--- config.mk ---
export PLATFORM = sky130hd
export DESIGN_NAME = fpu_result_queue_flat
export DESIGN_NICKNAME = d
export VERILOG_FILES = /design/src/rtl/fpu_result_queue_if.sv /design/src/rtl/fpu_result_queue.sv /design/src/flat_wrapper.sv
export SDC_FILE = /design/constraint.sdc
export NUM_CORES = 1
export LEC_CHECK = 0
export BUFFER_PORTS_ARGS = -buffer_cell sky130_fd_sc_hd__clkbuf_2
export CORE_UTILIZATION = 45
export DETAILED_ROUTE_END_ITERATION = 12
export GPL_ROUTABILITY_DRIVEN = 0
export PLACE_DENSITY = 0.66
export SETUP_SLACK_MARGIN = 0.02
export SYNTH_ARGS = -nofsm -noshare
export SYNTH_HDL_FRONTEND = slang
export SYNTH_SLANG_ARGS = --single-unit
--- constraint.sdc ---
create_clock -name clk -period 6.5 [get_ports clk]
set_clock_uncertainty 0.05 [all_clocks]
set_input_delay 0 -clock clk [delete_from_list [all_inputs] [get_ports clk]]
set_output_delay 0 -clock clk [all_outputs]
set_load 0.02 [all_outputs]
--- src/rtl/fpu_result_queue_if.sv ---
`default_nettype none
// ============================================================================
// Module      : fpu_result_queue_if
// Description : Result-capture and head-drain bundle for fpu_result_queue.
//               The master side issues FPU results and pops entries. The slave
//               side (the queue) presents the FWFT head entry and the
//               occupancy status.
// Revision    : 1.0 - initial release
// ============================================================================
interface fpu_result_queue_if #(
   parameter int DEPTH = 8
);
   localparam int c_cnt_w = $clog2(DEPTH) + 1;

   // producer side: one-cycle result pulse from the FPU
   logic               res_valid;
   logic [31:0]        res_data;
   logic [4:0]         res_exc;
   logic [3:0]         res_tag;

   // consumer side: FWFT head entry and pop request
   logic               pop;
   logic [31:0]        head_data;
   logic [4:0]         head_exc;
   logic [3:0]         head_tag;
   logic               empty;
   logic               full;
   logic [c_cnt_w-1:0] count;

   modport master (
      output res_valid, res_data, res_exc, res_tag, pop,
      input  head_data, head_exc, head_tag, empty, full, count
   );

   modport slave (
      input  res_valid, res_data, res_exc, res_tag, pop,
      output head_data, head_exc, head_tag, empty, full, count
   );
endinterface
`default_nettype wire

--- src/rtl/fpu_result_queue.sv ---
`default_nettype none
// ============================================================================
// Module      : fpu_result_queue
// Description : FWFT result FIFO behind fpu_top. Holds {tag, exc, data} per
//               FPU result. Keeps sticky RISC-V fflags, overflow and underflow
//               status, and drives one registered level interrupt on fill
//               threshold, unmasked exception or overflow.
// Revision    : 1.0 - initial release
// ============================================================================
module fpu_result_queue #(
   parameter int DEPTH      = 8,
   parameter int IRQ_THRESH = 4
) (
   input  logic                  clk,
   input  logic                  rst_l,
   fpu_result_queue_if.slave     q,
   input  logic                  flags_clr,
   input  logic [4:0]            exc_mask,
   output logic [4:0]            fflags,
   output logic                  overflow,
   output logic                  underflow,
   output logic                  irq
);
   localparam int                 c_ptr_w  = $clog2(DEPTH);
   localparam int                 c_cnt_w  = c_ptr_w + 1;
   localparam logic [c_cnt_w-1:0] c_depth  = c_cnt_w'(DEPTH);
   localparam logic [c_cnt_w-1:0] c_thresh = c_cnt_w'(IRQ_THRESH);

   // Entry layout: [40:37] tag, [36:32] exc, [31:0] data
   logic [40:0]        r_mem [DEPTH];
   logic [c_ptr_w-1:0] r_wptr;
   logic [c_ptr_w-1:0] r_rptr;
   logic [c_cnt_w-1:0] r_count;
   logic [4:0]         r_fflags;
   logic               r_overflow;
   logic               r_underflow;
   logic               r_irq;

   logic               w_empty;
   logic               w_full;
   logic               w_pop_eff;
   logic               w_push;
   logic               w_drop;
   logic               w_pop_empty;
   logic [c_cnt_w-1:0] w_count_next;
   logic [4:0]         w_fflags_next;
   logic               w_overflow_next;
   logic               w_underflow_next;
   logic               w_irq_next;
   logic [40:0]        w_head;

   // Handshake decode and next-state values for count, sticky flags and irq
   always_comb begin
      w_empty     = (r_count == '0);
      w_full      = (r_count == c_depth);
      w_pop_eff   = q.pop & ~w_empty;
      // a pop in the same cycle frees the slot, so a full queue still accepts
      w_push      = q.res_valid & (~w_full | w_pop_eff);
      w_drop      = q.res_valid & ~w_push;
      w_pop_empty = q.pop & w_empty;

      case ({w_push, w_pop_eff})
         2'b10:   w_count_next = r_count + 1'b1;
         2'b01:   w_count_next = r_count - 1'b1;
         default: w_count_next = r_count;
      endcase

      // a clear never discards the flags of the entry accepted alongside it
      if (flags_clr) begin
         w_fflags_next    = w_push ? q.res_exc : 5'b0;
         w_overflow_next  = w_drop;
         w_underflow_next = w_pop_empty;
      end else begin
         w_fflags_next    = w_push ? (r_fflags | q.res_exc) : r_fflags;
         w_overflow_next  = r_overflow | w_drop;
         w_underflow_next = r_underflow | w_pop_empty;
      end

      w_irq_next = (w_count_next >= c_thresh)
                 | (|(w_fflags_next & exc_mask))
                 | w_overflow_next;
   end

   // Entry storage: written on accepted push, contents are not reset
   always_ff @(posedge clk) begin
      if (w_push) begin
         r_mem[r_wptr] <= {q.res_tag, q.res_exc, q.res_data};
      end
   end

   // Pointers, occupancy, sticky status and interrupt register
   always_ff @(posedge clk or negedge rst_l) begin
      if (!rst_l) begin
         r_wptr      <= '0;
         r_rptr      <= '0;
         r_count     <= '0;
         r_fflags    <= '0;
         r_overflow  <= 1'b0;
         r_underflow <= 1'b0;
         r_irq       <= 1'b0;
      end else begin
         if (w_push) begin
            r_wptr <= r_wptr + 1'b1;
         end
         if (w_pop_eff) begin
            r_rptr <= r_rptr + 1'b1;
         end
         r_count     <= w_count_next;
         r_fflags    <= w_fflags_next;
         r_overflow  <= w_overflow_next;
         r_underflow <= w_underflow_next;
         r_irq       <= w_irq_next;
      end
   end

   // FWFT head: gated to zero while empty so reset clears it without a clock
   always_comb begin
      w_head      = r_mem[r_rptr];
      q.head_data = w_empty ? 32'b0 : w_head[31:0];
      q.head_exc  = w_empty ? 5'b0  : w_head[36:32];
      q.head_tag  = w_empty ? 4'b0  : w_head[40:37];
      q.empty     = w_empty;
      q.full      = w_full;
      q.count     = r_count;
   end

   assign fflags    = r_fflags;
   assign overflow  = r_overflow;
   assign underflow = r_underflow;
   assign irq       = r_irq;
endmodule
`default_nettype wire

--- src/flat_wrapper.sv ---
// flat-port wrapper written by rule: the top's interface ports become plain ports
module fpu_result_queue_flat 
#(
   parameter int DEPTH      = 8,
   parameter int IRQ_THRESH = 4
)
  (clk, rst_l, flags_clr, exc_mask, fflags, overflow, underflow, irq, q_res_valid, q_res_data, q_res_exc, q_res_tag, q_pop, q_head_data, q_head_exc, q_head_tag, q_empty, q_full, q_count);
  fpu_result_queue_if #(.DEPTH(DEPTH)) q_i ();
  input  logic clk;
  input  logic rst_l;
  input  logic flags_clr;
  input  logic [4:0] exc_mask;
  output logic [4:0] fflags;
  output logic overflow;
  output logic underflow;
  output logic irq;
  input wire logic [$bits(q_i.res_valid)-1:0] q_res_valid;
  input wire logic [$bits(q_i.res_data)-1:0] q_res_data;
  input wire logic [$bits(q_i.res_exc)-1:0] q_res_exc;
  input wire logic [$bits(q_i.res_tag)-1:0] q_res_tag;
  input wire logic [$bits(q_i.pop)-1:0] q_pop;
  output wire logic [$bits(q_i.head_data)-1:0] q_head_data;
  output wire logic [$bits(q_i.head_exc)-1:0] q_head_exc;
  output wire logic [$bits(q_i.head_tag)-1:0] q_head_tag;
  output wire logic [$bits(q_i.empty)-1:0] q_empty;
  output wire logic [$bits(q_i.full)-1:0] q_full;
  output wire logic [$bits(q_i.count)-1:0] q_count;
  assign q_i.res_valid = q_res_valid;
  assign q_i.res_data = q_res_data;
  assign q_i.res_exc = q_res_exc;
  assign q_i.res_tag = q_res_tag;
  assign q_i.pop = q_pop;
  assign q_head_data = q_i.head_data;
  assign q_head_exc = q_i.head_exc;
  assign q_head_tag = q_i.head_tag;
  assign q_empty = q_i.empty;
  assign q_full = q_i.full;
  assign q_count = q_i.count;
  fpu_result_queue #(.DEPTH(DEPTH), .IRQ_THRESH(IRQ_THRESH)) u_core (.clk(clk), .rst_l(rst_l), .q(q_i), .flags_clr(flags_clr), .exc_mask(exc_mask), .fflags(fflags), .overflow(overflow), .underflow(underflow), .irq(irq));
endmodule
==> flow_summary.toml <==
[timing]
tightest_slew_ps = 982
setup_viol = 0
fin_crit_ps = 3690
finalSetupTns_ps = 0
fin_hold_ws_ps = 263
final_max_slew_viol_count = 0
slew_headroom_pct = 34.6
rsz0062_at_grt = "no"
finalHoldViolCount = 0
finalCritPeriodShare_pct = 56.8
fmax_ghz = 0.271

[route]
drc = 0
dr_total_vias = 6474
drt-pass1-iter-count = 5
ant_nets = 0
wire_per_inst_um = 21.8
viasPerCell = 5.38
wl_um = 26200
drtIter0Drc = 411

[pwr]
p_sw_share_pct = 31.4
seq_power_share_pct = 42.6
p_clk_share_pct = 28.0
cellPowerDensity_nw_per_um2 = 456
power_switching_uw = 2310
leakagePower_uw = 0.00558
peakVddDrop_mv = 0.363
internal-power_uw = 5050
p_comb_share_pct = 29.4

[clock_network]
cts_tree = "yes"
clock_path_buffers = 3
path_clk_slew_ps = 60
cts_max_level = 2
cts_made_buffers = 35
holdBufCountCts = 51
cts_resized = 0
clock_sinks = 346
cts_setup_buffers = 0
clockRootBuffer = "clkbuf_16"
clkLatencyLatePin_ps = 500

[global_route]
grt_pass1_vias = 7007
grt_pass1_wl_um = 41000
grt_use_total_pct = 17.9
overflow = 0
grt_max_degree = 50
antenna_found_initial = 2

[place]
dp.cells = 1091
dpl-instance-area_sq_um = 14400
place_hpwl_um = 14600
io_buffers = 105

[floorplan]
dieArea_sq_um = 30600
core.rowCount = 62
io_pins = 106
start_util_pct = 46.3
die_w_um = 175
coreArea_sq_um = 29000
die_h_um = 175

[layout]
seqCellArea_sq_um = 10300
nNetsFinal = 851
instances_no_fill = 1203
drive_above_1_share_pct = 32.8
final_area_sq_um = 16100
multiInputGateArea_sq_um = 2990
fill_cells = 2187
area_delta_synth_final_pct = 20.1

[synth]
synth_edf_count = 328
yosysUniqueCellTypes = 40
ys_seq_elements = 346
synth_common_cells = "328 x edfxtp_1, 82 x mux4_2, 44 x nor2_1, 41 x mux2i_1, 18 x dfrtp_1"
postSynthCellCount = 616
synthTopCellsByArea = "edfxtp_1 73%, mux4_2 14%, dfrtp_1 3.4%"
yosysSeqAreaShare_pct = 76.7
syn_area_per_cell_sq_um = 21.8
synth_area_sq_um = 13400
synth_top_area_share_pct = 73.3
synth_largest_area_cell = "edfxtp_1"
synth.most_common_cell = "edfxtp_1"
synth_warnings = 0
ys.flop_type = "edfxtp_1"
synthArstFlopShare_pct = 5.20
synth_nets = 672

[setup_path]
r2r_cells = 12
crit_path_end_kind = "flip-flop"
worstReg2RegStart = "u_core.q.count[2]"
critPathKind = "reg2reg"
start_kind = "flip-flop"
r2r-end = "u_core.irq"
cp_max_fo = 44
crit_path_end = "u_core.irq"
critPathLaunch = "u_core.q.count[2]"
r2r_slack_ps = 2810
required_ps = 6830
cp_data_arrival_time_ps = 4020

[hold_path]
holdCritStartpoint = "q_res_data[15]"
hp-class = "in2reg"
holdPathStages = 2

[run_status]
status = "complete, no violations"

[job]
max_cap_viol_count = 0
==> power by group through the flow <==
| stage | registers [uW] | logic [uW] | clock network (uW) |
|---|---|---|---|
| finish | 3130 | 2160 | 2060 |
| global route | 3190 | 2350 | 2180 |
| CTS | 3150 | 2210 | 2100 |
| detailed placement | 3190 | 2170 | 0 |
| global placement | 3160 | 2150 | 0 |
| floorplan | 2960 | 1720 | 0 |
==> cells by family after synthesis <==
logic type	share of synthesized area, %
AO/OA/AOI/OAI	1.12
adder cells (fa/ha/maj)	0.466
multiplexers	17.0
buffers and inverters	1.44
AND/OR/NAND/NOR	2.76
XOR/XNOR	0.587
flip-flops	76.7
==> placed cells by master (no fill, tap or decap), types with 2 or more instances in the layout <==
master         count
clkinv_1           2
and2b_1            2
dfrtp_4            3
nand2_1           15
mux4_2            82
ha_1               5
buf_4             15
nor2b_1            3
xnor2_1            6
clkbuf_2         105
dfrtp_1           15
a21oi_1            2
bufinv_16          6
nor3_2             4
xor2_1             3
nor2_1            41
nor2_4             3
a31oi_1            2
diode_2            2
inv_1              2
clkbuf_16         37
dlygate4sd3_1     51
a22o_1             4
mux2i_1           41
nand2b_1           4
a21o_1             2
clkbuf_1           7
o21ai_0            2
clkinv_2           4
edfxtp_1         328
==> how the worst min path moves through the flow <==
stage	endpoint	slack [ps]
global placement	u_core.q.count[3]	-90
CTS	u_core.r_mem[1][23]	240
floorplan	u_core.fflags[0]	-350
detailed placement	u_core.q.count[3]	-70
global route	u_core.r_mem[0][11]	280
finish	u_core.r_mem[6][15]	260
==> final cells by class <==
type                            count  area share, %
Antenna cell                        2         0.0310
Clock buffer                       44           5.90
Inverter                            3         0.0698
Sequential cell                   346           63.9
Timing Repair Buffer              171           7.12
Clock inverter                     15           1.44
Multi-Input combinational cell    238           18.5
Tap cell                          384           2.98
==> layer usage <==
layer	up-vias	global-route usage, %	part of all wire (%)
li1	2895	-	-
met1	3390	24.2	43
met2	155	30.0	50
met3	34	3.48	4.9
met4	0	4.49	1.5
met5	-	0	0
==> metrics by stage <==
stage          util, %  total power [uW]  worst slack (ps)
3_3_place_gp      49.7              5320              3470
2_1_floorplan        -              4680               801
6_report          55.6              7350              2810
5_1_grt           55.6              7710              2620
3_5_place_dp      49.7              5360              3370
4_1_cts           55.6              7450              2820
==> state kept, by name, summed over array words and instances, names as in the netlist <==
name	cells
u_core.r_mem	328
u_core.fflags	5
u_core.q.count	4
u_core.r_rptr	3
u_core.r_wptr	3
u_core.irq	1
u_core.overflow	1
u_core.underflow	1
==> critical path, stage by stage, from the launching register on <==
cell	delay [ps]
dfrtp_1	480
nor4_4	300
buf_4	550
nor2b_2	170
ha_1	310
xor2_1	200
ha_1	200
a21oi_1	150
xnor2_1	140
nand2b_1	90
xnor2_1	140
nand4bb_1	200
dlygate4sd3_1	590
(Power assumes the default switching activity.)
